===== config.mk =====
export PLATFORM = sky130hd
export DESIGN_NAME = wb_arbiter_flat
export DESIGN_NICKNAME = d
export VERILOG_FILES = /design/src/rtl/core_pkg.sv /design/src/rtl/wb_arbiter_if.sv /design/src/rtl/wb_arbiter_rr_arbiter.sv /design/src/rtl/wb_arbiter.sv /design/src/flat_wrapper.sv
export SDC_FILE = /design/constraint.sdc
export NUM_CORES = 1
export LEC_CHECK = 0
export CORE_MARGIN = 4
export CORE_UTILIZATION = 25
export CTS_CLUSTER_DIAMETER = 120
export CTS_CLUSTER_SIZE = 25
export DETAILED_ROUTE_END_ITERATION = 8
export GPL_TIMING_DRIVEN = 0
export PLACE_DENSITY = 0.45
export SYNTH_ARGS = -nofsm -noshare
export SYNTH_HDL_FRONTEND = slang
export SYNTH_SLANG_ARGS = --single-unit
export TNS_END_PERCENT = 1

===== constraint.sdc =====
create_clock -name clk -period 7.1 [get_ports clk]
set_clock_uncertainty 0.05 [all_clocks]
set_input_delay 1.42 -clock clk [delete_from_list [all_inputs] [get_ports clk]]
set_output_delay 1.42 -clock clk [all_outputs]
set_load 0.005 [all_outputs]

===== src/rtl/core_pkg.sv =====
// Shared register-file constants and the write-back request record used by
// the result arbiter.
package core_pkg;

    localparam int XLEN  = 32;
    localparam int REG_W = 5;
    localparam int NREG  = 32;

    typedef struct packed {
        logic             fmode;
        logic [REG_W-1:0] regidx;
        logic [XLEN-1:0]  data;
    } wb_req_t;

    // greg 0 is hardwired to zero, so writes to it and pending marks on it are dropped
    function automatic logic is_greg0(input logic fmode, input logic [REG_W-1:0] r);
        return !fmode && (r == '0);
    endfunction

endpackage


===== src/rtl/wb_arbiter_if.sv =====
// Bundle of result-source handshakes, register-file write port and
// scoreboard issue/query signals around the write-back arbiter.
interface wb_arbiter_if import core_pkg::*; #(
    parameter int N_SRC = 3
) ();

    logic [N_SRC-1:0]       src_valid;
    logic [N_SRC-1:0]       src_ready;
    logic [N_SRC-1:0]       src_fmode;
    logic [N_SRC*REG_W-1:0] src_reg;
    logic [N_SRC*XLEN-1:0]  src_data;

    logic                   wenable;
    logic                   wfmode;
    logic [REG_W-1:0]       wreg;
    logic [XLEN-1:0]        wdata;

    logic                   iss_valid;
    logic                   iss_fmode;
    logic [REG_W-1:0]       iss_reg;

    logic                   q_fmode;
    logic [REG_W-1:0]       q_reg1;
    logic [REG_W-1:0]       q_reg2;
    logic                   q_busy1;
    logic                   q_busy2;

    modport slave (
        input  src_valid, src_fmode, src_reg, src_data,
        input  iss_valid, iss_fmode, iss_reg,
        input  q_fmode, q_reg1, q_reg2,
        output src_ready, wenable, wfmode, wreg, wdata,
        output q_busy1, q_busy2
    );

    modport master (
        output src_valid, src_fmode, src_reg, src_data,
        output iss_valid, iss_fmode, iss_reg,
        output q_fmode, q_reg1, q_reg2,
        input  src_ready, wenable, wfmode, wreg, wdata,
        input  q_busy1, q_busy2
    );

endinterface


===== src/rtl/wb_arbiter_rr_arbiter.sv =====
// Combinational round-robin picker: first requester at or after ptr,
// wrapping modulo N, returned as a one-hot grant.
module rr_arbiter #(
    parameter  int N     = 3,
    localparam int PTR_W = (N > 1) ? $clog2(N) : 1
) (
    input  logic [N-1:0]     req,
    input  logic [PTR_W-1:0] ptr,
    output logic [N-1:0]     grant
);

    logic             found;
    logic [PTR_W-1:0] idx;

    always_comb begin
        grant = '0;
        found = 1'b0;
        idx   = '0;
        for (int k = 0; k < N; k++) begin
            idx = PTR_W'((int'(ptr) + k) % N);
            if (!found && req[idx]) begin
                grant[idx] = 1'b1;
                found      = 1'b1;
            end
        end
    end

endmodule


===== src/rtl/wb_arbiter.sv =====
// Write-back arbiter: round-robin collects one execution-unit result per cycle,
// drives the registered register-file write port and tracks pending writes.
module wb_arbiter import core_pkg::*; #(
    parameter int N_SRC = 3
) (
    input logic          clk,
    input logic          rst,
    wb_arbiter_if.slave  bus
);

    localparam int PTR_W = (N_SRC > 1) ? $clog2(N_SRC) : 1;

    logic [N_SRC-1:0]  grant;
    logic              hs;
    logic [PTR_W-1:0]  gidx;
    wb_req_t           sel;

    logic [PTR_W-1:0]  rr_ptr_q, rr_ptr_d;
    logic              wen_q, wen_d;
    wb_req_t           wr_q, wr_d;
    logic [2*NREG-1:0] pend_q, pend_d;
    logic              busy1_q, busy1_d;
    logic              busy2_q, busy2_d;

    rr_arbiter #(.N(N_SRC)) u_rr (
        .req   (bus.src_valid),
        .ptr   (rr_ptr_q),
        .grant (grant)
    );

    always_comb begin
        sel  = '0;
        gidx = '0;
        for (int i = 0; i < N_SRC; i++) begin
            if (grant[i]) begin
                gidx       = PTR_W'(i);
                sel.fmode  = bus.src_fmode[i];
                sel.regidx = bus.src_reg[i*REG_W +: REG_W];
                sel.data   = bus.src_data[i*XLEN +: XLEN];
            end
        end
        hs = |grant;
    end

    always_comb begin
        rr_ptr_d = rr_ptr_q;
        if (hs) begin
            rr_ptr_d = (gidx == PTR_W'(N_SRC - 1)) ? '0 : gidx + PTR_W'(1);
        end
        wen_d = hs && !is_greg0(sel.fmode, sel.regidx);
        wr_d  = hs ? sel : wr_q;

        // Clear before set so an issue landing on the retiring index stays pending
        pend_d = pend_q;
        if (hs) begin
            pend_d[{sel.fmode, sel.regidx}] = 1'b0;
        end
        if (bus.iss_valid && !is_greg0(bus.iss_fmode, bus.iss_reg)) begin
            pend_d[{bus.iss_fmode, bus.iss_reg}] = 1'b1;
        end
        busy1_d = pend_d[{bus.q_fmode, bus.q_reg1}];
        busy2_d = pend_d[{bus.q_fmode, bus.q_reg2}];
    end

    always_ff @(posedge clk) begin
        if (rst) begin
            rr_ptr_q <= '0;
            wen_q    <= 1'b0;
            wr_q     <= '0;
            pend_q   <= '0;
            busy1_q  <= 1'b0;
            busy2_q  <= 1'b0;
        end else begin
            rr_ptr_q <= rr_ptr_d;
            wen_q    <= wen_d;
            wr_q     <= wr_d;
            pend_q   <= pend_d;
            busy1_q  <= busy1_d;
            busy2_q  <= busy2_d;
        end
    end

    assign bus.src_ready = grant;
    assign bus.wenable   = wen_q;
    assign bus.wfmode    = wr_q.fmode;
    assign bus.wreg      = wr_q.regidx;
    assign bus.wdata     = wr_q.data;
    assign bus.q_busy1   = busy1_q;
    assign bus.q_busy2   = busy2_q;

endmodule

===== src/flat_wrapper.sv =====
// flat-port wrapper written by rule: the top's interface ports become plain ports
module wb_arbiter_flat import core_pkg::*;
#(
    parameter int N_SRC = 3
)
  (clk, rst, bus_src_valid, bus_src_fmode, bus_src_reg, bus_src_data, bus_iss_valid, bus_iss_fmode, bus_iss_reg, bus_q_fmode, bus_q_reg1, bus_q_reg2, bus_src_ready, bus_wenable, bus_wfmode, bus_wreg, bus_wdata, bus_q_busy1, bus_q_busy2);
  wb_arbiter_if #(.N_SRC(N_SRC)) bus_i ();
  input logic clk;
  input logic rst;
  input wire logic [$bits(bus_i.src_valid)-1:0] bus_src_valid;
  input wire logic [$bits(bus_i.src_fmode)-1:0] bus_src_fmode;
  input wire logic [$bits(bus_i.src_reg)-1:0] bus_src_reg;
  input wire logic [$bits(bus_i.src_data)-1:0] bus_src_data;
  input wire logic [$bits(bus_i.iss_valid)-1:0] bus_iss_valid;
  input wire logic [$bits(bus_i.iss_fmode)-1:0] bus_iss_fmode;
  input wire logic [$bits(bus_i.iss_reg)-1:0] bus_iss_reg;
  input wire logic [$bits(bus_i.q_fmode)-1:0] bus_q_fmode;
  input wire logic [$bits(bus_i.q_reg1)-1:0] bus_q_reg1;
  input wire logic [$bits(bus_i.q_reg2)-1:0] bus_q_reg2;
  output wire logic [$bits(bus_i.src_ready)-1:0] bus_src_ready;
  output wire logic [$bits(bus_i.wenable)-1:0] bus_wenable;
  output wire logic [$bits(bus_i.wfmode)-1:0] bus_wfmode;
  output wire logic [$bits(bus_i.wreg)-1:0] bus_wreg;
  output wire logic [$bits(bus_i.wdata)-1:0] bus_wdata;
  output wire logic [$bits(bus_i.q_busy1)-1:0] bus_q_busy1;
  output wire logic [$bits(bus_i.q_busy2)-1:0] bus_q_busy2;
  assign bus_i.src_valid = bus_src_valid;
  assign bus_i.src_fmode = bus_src_fmode;
  assign bus_i.src_reg = bus_src_reg;
  assign bus_i.src_data = bus_src_data;
  assign bus_i.iss_valid = bus_iss_valid;
  assign bus_i.iss_fmode = bus_iss_fmode;
  assign bus_i.iss_reg = bus_iss_reg;
  assign bus_i.q_fmode = bus_q_fmode;
  assign bus_i.q_reg1 = bus_q_reg1;
  assign bus_i.q_reg2 = bus_q_reg2;
  assign bus_src_ready = bus_i.src_ready;
  assign bus_wenable = bus_i.wenable;
  assign bus_wfmode = bus_i.wfmode;
  assign bus_wreg = bus_i.wreg;
  assign bus_wdata = bus_i.wdata;
  assign bus_q_busy1 = bus_i.q_busy1;
  assign bus_q_busy2 = bus_i.q_busy2;
  wb_arbiter #(.N_SRC(N_SRC)) u_core (.clk(clk), .rst(rst), .bus(bus_i));
endmodule

==> results of run 1 <==
registers in the layout (all words and copies together) (netlist names):
signal,cells
u_core.bus.wenable,1
u_core.bus.q_busy1,1
u_core.bus.wreg,5
u_core.bus.wfmode,1
u_core.bus.wdata,32
u_core.rr_ptr_q,2
u_core.bus.q_busy2,1
u_core.pend_q,64
Yosys cell counts (all sizes together), types with 5 or more instances:
master,n,area [sq um]
a2111oi,20,183
a211oi,49,405
a21boi,8,60.1
a21o,7,52.6
a21oi,100,512
a221oi,5,43.8
a31oi,19,131
and2,8,50.1
and3,6,47.5
buf,24,148
clkbuf,51,191
dfxtp,107,2140
inv,19,71.3
mux2i,27,270
nand2,106,400
nand2b,9,56.3
nand3,12,65.1
nand3b,9,67.6
nand4,8,50.1
nor2,226,861
nor2b,26,163
nor3,30,173
nor4,5,61.3
o211a,5,50.1
o211ai,6,45.0
o21a,5,37.5
o21ai,37,185
o22ai,25,156
o311ai,8,70.1
o31ai,7,57.6
o32ai,6,52.6
or2,5,31.3
or3,10,62.6
per-stage QoR:
stage,util,cells,power (mW)
after floorplan,-,1065,2.17
after global placement,0.330,1628,3.12
after detailed placement,0.330,1628,3.11
after CTS,0.340,1644,3.63
after global routing,0.340,1644,3.85
final,0.340,1644,3.62
worst min path at each step:
stage,from,endpoint,slack [ns]
6_report,u_core.bus.wreg[3],u_core.bus.wreg[3],0.41
5_1_grt,u_core.bus.wreg[0],u_core.bus.wreg[0],0.43
4_1_cts,u_core.bus.wreg[3],u_core.bus.wreg[3],0.41
3_5_place_dp,u_core.bus.wreg[3],u_core.bus.wreg[3],0.40
3_3_place_gp,u_core.bus.wreg[3],u_core.bus.wreg[3],0.40
2_1_floorplan,u_core.pend_q[27],u_core.pend_q[27],0.39
logic make-up after synthesis:
| logic type | count (synthesis) | synth area share |
|---|---|---|
| AND/OR/NAND/NOR | 470 | 0.286 |
| AO/OA/AOI/OAI | 359 | 0.330 |
| flip-flops | 107 | 0.280 |
| buffers and inverters | 95 | 0.0542 |
| multiplexers | 30 | 0.0428 |
| adder cells (fa/ha/maj) | 4 | 0.00655 |
worst register-to-register path, cell delays in order, from the launching register on:
cell                        delay (ns)
sky130_fd_sc_hd__dfxtp_1          0.36
sky130_fd_sc_hd__inv_1            0.08
sky130_fd_sc_hd__ha_1             0.30
sky130_fd_sc_hd__buf_6            0.15
sky130_fd_sc_hd__nor2b_1          0.13
sky130_fd_sc_hd__o31a_1           0.36
sky130_fd_sc_hd__a21oi_4          0.28
sky130_fd_sc_hd__inv_2            0.08
sky130_fd_sc_hd__buf_6            0.16
sky130_fd_sc_hd__nor2_4           0.25
sky130_fd_sc_hd__a41oi_1          0.27
sky130_fd_sc_hd__a21oi_1          1.09
sky130_fd_sc_hd__a21boi_0         0.31
sky130_fd_sc_hd__nor3_1           0.25
sky130_fd_sc_hd__or3_1            0.14
sky130_fd_sc_hd__a32oi_1          0.08
sky130_fd_sc_hd__a2111oi_1        0.58
sky130_fd_sc_hd__o22ai_1          0.24
report_power, final:
| group | switching [mW] | internal [mW] | total, mW |
|---|---|---|---|
| registers | 0.0443 | 0.696 | 0.741 |
| logic | 1.55 | 0.818 | 2.37 |
| clock network | 0.261 | 0.252 | 0.513 |
cell type report:
class	count	area, sq um	area share
inverter	20	75.1	0.00740
multi-input combinational	863	5080	0.501
timing repair buffer	173	1730	0.171
clock inverter	6	47.5	0.00469
tap	390	488	0.0481
sequential	107	2140	0.211
clock buffer	10	239	0.0236
buffer	75	339	0.0334
metal layers:
metal	track usage	up-vias	routed length, um
li1	-	4299	-
met3	0.0325	51	3050
met5	0	-	0
met4	0.0650	0	1010
met2	0.357	410	18100
met1	0.313	4412	17200
==> impl_metrics.json, run 1 <==
{
  "synth_cell_type_count": 89,
  "timing.critical_path.depth": 15,
  "power_per_cell_area_nw_per_um2": 357,
  "layout-area-overhead-vs-synth_pct": 32.8,
  "diodes": 0,
  "clock.fmax_ghz": 0.167,
  "most_common_flop_cell_mapped_by_yosys": "sky130_fd_sc_hd__dfxtp_1",
  "dp_worst_setup_slack_ns": 0.810,
  "buffers_plus_inverters_on_the_worst_setup_path": 3,
  "vdd_drop_max_uv": 137,
  "crit-reg2reg-capture": "u_core.bus.q_busy1",
  "dieHeight_um": 183,
  "cp-start-kind": "primary input",
  "mappedNetlistNets": 1206,
  "post_drt_via_cell_ratio": 5.58,
  "reg2reg_setup_slack_ns": 1.78,
  "worstPathArrival_ns": 6.15,
  "drt_first_pass_iters": 6,
  "grt_pass1_vias": 8472,
  "final_critical_path_setup_slack_ns": 1.10,
  "startpoint_of_the_worst_register_to_register_path": "u_core.rr_ptr_q[0]",
  "max_slew_margin": 0.0974,
  "post-route-drc-count": 0,
  "postCtsResizedCells": 0,
  "worst_skew_pair.late_latency_ns": 0.36,
  "critPathLaunch": "bus_src_valid[0]",
  "postCtsHoldBufs": 0,
  "num_rows": 63,
  "clock_tree_from_tritoncts": "built",
  "route.vias.total": 9172,
  "dieArea_sq_um": 33400,
  "required_time_of_the_critical_path_ns": 7.25,
  "grt_first_pass_wirelength_um": 56500,
  "placed_area_sq_um": 9860,
  "run_status": "complete, no violations",
  "ioPinCount": 181,
  "whs_ns": 0.407,
  "synth_warnings": 0,
  "critical_path.max_fanout": 10,
  "final_hold_viol_count": 0,
  "holdPathStages": 2,
  "number_of_synthesized_flops_with_an_enable_pin": 0,
  "critical_path_end": "u_core.bus.q_busy1",
  "buffers_from_clock_root_to_sink_at_most": 2,
  "ant_nets": 0,
  "cts.sinks": 107,
  "synth_area_per_cell_sq_um": 7.17,
  "worst_hold_path_type": "register to register",
  "period_needed_ns": 6.00,
  "area_of_the_core_sq_um": 29900,
  "rsz0062_at_grt": "false",
  "static_leakage_power_nw": 3.44,
  "tritoncts.num_buffers": 9,
  "finalWirelength_um": 39400,
  "drive_gt1_frac": 0.0590,
  "grt_overflow_total": 0,
  "synth.yosys.seq_area_share": 0.280,
  "synthesized_instance_count": 1065,
  "starting_density_of_the_core": 0.256,
  "cts_root_buffer": "sky130_fd_sc_hd__clkbuf_16",
  "ff2ff_path_depth": 17,
  "globalplace.congestion": 0.984,
  "cpMaxStageDelayCell": "sky130_fd_sc_hd__a21oi_1",
  "maximum_number_of_pins_on_one_net_before_global_route_repair": 19,
  "tightestPinTransition_ns": 1.35,
  "cp_cell_sequence": "clkdlybuf4s50_1 > mux2i_1 > o21a_1 > a21oi_4 > inv_2 > buf_6 > nor2_4 > a41oi_1 > a21oi_1 > a21boi_0 > nor3_1 > or3_1 > a32oi_1 > a2111oi_1 > o22ai_1",
  "timing.critical_path.max_delay_family": "compound AO/OA/AOI/OAI gates",
  "synthesis.area_sq_um": 7640,
  "max_cap_violations": 0,
  "layout.cells.most_common": "sky130_fd_sc_hd__nor2_1",
  "finalSetupViolations": 0,
  "drtIter0Drc": 1078,
  "cts_h_tree_depth": 3,
  "layout.nets": 1390,
  "synth_async_sr_flop_share": 0,
  "gr-usage-all-layers": 0.223,
  "nFillCells": 3287,
  "antenna_violations_before_repair": 0,
  "finalSetupTns_ns": 0,
  "crit_path_max_incr_delay_ns": 1.09,
  "worst_setup_hold_path_clk_slew_ns": 0.08,
  "postLayoutCellArea_sq_um": 10100,
  "place_hpwl_um": 30300,
  "numPortBuffers": 173,
  "setup.worst_path.end_class": "register",
  "timing.final.crit_share": 0.845,
  "synth.ff_latch_count": 107,
  "worst-setup-path-type": "primary input to register",
  "post_drt_wl_per_cell_um": 24.0,
  "die_width_um": 183,
  "postCtsSetupRepairBufs": 0,
  "slew_viol_final": 0,
  "most-common-layout-cells": "sky130_fd_sc_hd__nor2_1 (223), sky130_fd_sc_hd__clkdlybuf4s50_1 (173), sky130_fd_sc_hd__dfxtp_1 (107), sky130_fd_sc_hd__nand2_1 (105), sky130_fd_sc_hd__a21oi_1 (99)"
}
Power figures use the tool's default switching activity.
==> run 2: changes to the inputs <==
Settings changed: PLACE_DENSITY 0.45 to 0.46.
Clock period 7.1 ns to 5.2 ns, I/O delays scaled along.
==> run 2 against run 1 <==
Routed wire length shrank 0.84%. First-iteration DRC count decreased by 28%. Sequential power up 36%.
==> impl_metrics.json, run 2 (synthesis gave the netlist of run 1 again) <==
{
  "run_status": "complete, no violations",
  "vdd_drop_max_uv": 234,
  "finalWirelength_um": 39100,
  "cts.sinks": 107,
  "worstPathArrival_ns": 5.20,
  "dp_worst_setup_slack_ns": -0.667,
  "worst_hold_path_type": "register to register",
  "place_hpwl_um": 30000,
  "critical_path.max_fanout": 10,
  "seqCellArea_sq_um": 2140,
  "ioPinCount": 181,
  "buffers_plus_inverters_on_the_worst_setup_path": 3,
  "die_width_um": 183,
  "dieArea_sq_um": 33400,
  "timing.final.crit_share": 0.972,
  "final_util": 0.346,
  "antenna_violations_before_repair": 0,
  "tritoncts.num_buffers": 9,
  "cp-start-kind": "primary input",
  "setup.worst_path.end_class": "register",
  "slew_viol_final": 0,
  "power_per_cell_area_nw_per_um2": 498,
  "drt_first_pass_iters": 5,
  "diodes": 0,
  "numPortBuffers": 173,
  "maximum_number_of_pins_on_one_net_before_global_route_repair": 17,
  "multi_input_area_sq_um": 5160,
  "cts_h_tree_depth": 3,
  "post_drt_wl_per_cell_um": 23.6,
  "layout.nets": 1401,
  "max_slew_margin": 0.294,
  "post-route-drc-count": 0,
  "cts_root_buffer": "sky130_fd_sc_hd__clkbuf_16",
  "clock.fmax_ghz": 0.198,
  "drive_gt1_frac": 0.0712,
  "worst_skew_pair.late_latency_ns": 0.37,
  "largest_register_ff_count": 64,
  "layout-area-overhead-vs-synth_pct": 35.3,
  "cpMaxStageDelayCell": "sky130_fd_sc_hd__clkdlybuf4s50_1",
  "final_critical_path_setup_slack_ns": 0.145,
  "starting_density_of_the_core": 0.256,
  "rsz0062_at_grt": "true",
  "period_needed_ns": 5.05,
  "grt_pass1_vias": 8464,
  "cpMostUsedCell": "sky130_fd_sc_hd__a21oi_4",
  "worst_setup_hold_path_clk_slew_ns": 0.08,
  "max_cap_violations": 0,
  "finalSetupViolations": 0,
  "post_drt_via_cell_ratio": 5.54,
  "gr-usage-all-layers": 0.221,
  "grt_first_pass_wirelength_um": 56200,
  "crit_path_max_incr_delay_ns": 0.59,
  "layout.cells.most_common": "sky130_fd_sc_hd__nor2_1",
  "cp_cell_sequence": "clkdlybuf4s50_1 > mux2i_1 > o21a_1 > a21oi_4 > inv_2 > buf_6 > nor2_4 > a41oi_1 > a21oi_4 > a21boi_0 > nor3_1 > or3_1 > a32oi_1 > a2111oi_1 > o22ai_1",
  "static_leakage_power_nw": 3.51,
  "clock_tree_from_tritoncts": "built",
  "nFillCells": 3200,
  "ant_nets": 0,
  "drtIter0Drc": 771,
  "grt_overflow_total": 0,
  "globalplace.congestion": 1.02,
  "largest-register": "u_core.pend_q",
  "timing.critical_path.max_delay_family": "compound AO/OA/AOI/OAI gates",
  "buffers_from_clock_root_to_sink_at_most": 2,
  "final_hold_viol_count": 0,
  "tightestPinTransition_ns": 1.06,
  "route.vias.total": 9158,
  "worst-setup-path-type": "primary input to register",
  "postCtsHoldBufs": 0,
  "required_time_of_the_critical_path_ns": 5.34,
  "dieHeight_um": 183,
  "num_rows": 63,
  "most-common-layout-cells": "sky130_fd_sc_hd__nor2_1 (220), sky130_fd_sc_hd__clkdlybuf4s50_1 (173), sky130_fd_sc_hd__dfxtp_1 (107), sky130_fd_sc_hd__nand2_1 (105), sky130_fd_sc_hd__a21oi_1 (97)",
  "area_of_the_core_sq_um": 29900
}
run 2: cell type report:
cell class / instances / share of cell area
sequential: 107 / 0.207
clock buffer: 11 / 0.0235
timing repair buffer: 184 / 0.177
multi-input combinational: 863 / 0.500
buffer: 75 / 0.0329
tap: 390 / 0.0472
inverter: 20 / 0.00727
clock inverter: 4 / 0.00497
run 2: tightest hold or removal path: cells and delay by family (launching register included):
kind            cells  cell delay, ns
compound gates      1            0.05
flops               1            0.31
simple gates        1            0.05
run 2: final timing paths:
kind / startpoint / endpoint / slack, ns / depth (start not counted)
setup / recovery: bus_src_valid[0] / u_core.bus.q_busy1 / 0.15 / 15
hold reg to reg: u_core.bus.wreg[0] / u_core.bus.wreg[0] / 0.41 / 2
setup reg to reg: u_core.rr_ptr_q[0] / u_core.bus.q_busy1 / 0.43 / 17
hold / removal: u_core.bus.wreg[0] / u_core.bus.wreg[0] / 0.41 / 2
run 2: stage by stage:
stage	power (mW)	std cells	instance area (sq um)	setup TNS (ns)	hold WS [ns]
after floorplan	2.96	1065	7640	0	0.395
after global placement	4.23	1628	9860	-1.38	0.397
after detailed placement	4.22	1628	9860	-1.19	0.400
after CTS	5.03	1648	10200	0	0.410
after global routing	5.45	1654	10300	-0.0971	0.429
final	5.14	1654	10300	0	0.406
run 2: timing repair:
item | in CTS | in global routing
setup endpoints to repair | 2 | 2
resized for setup | 5 | 12
buffers inserted | 5 | 6
pin swaps | 2 | 3
run 2: power breakdown:
part	switching (mW)	internal [mW]	total [mW]	leakage, nW
registers	0.0584	0.951	1.01	0.873
clock network	0.354	0.386	0.740	0.142
logic	2.17	1.22	3.39	2.50
total	2.59	2.56	5.14	3.51
run 2: metal layers:
| metal | part of all wire | track usage |
|---|---|---|
| met1 | 0.44 | 0.303 |
| met2 | 0.47 | 0.365 |
| met3 | 0.062 | 0.0264 |
| met4 | 0.030 | 0.0706 |
| met5 | 0 | 0 |
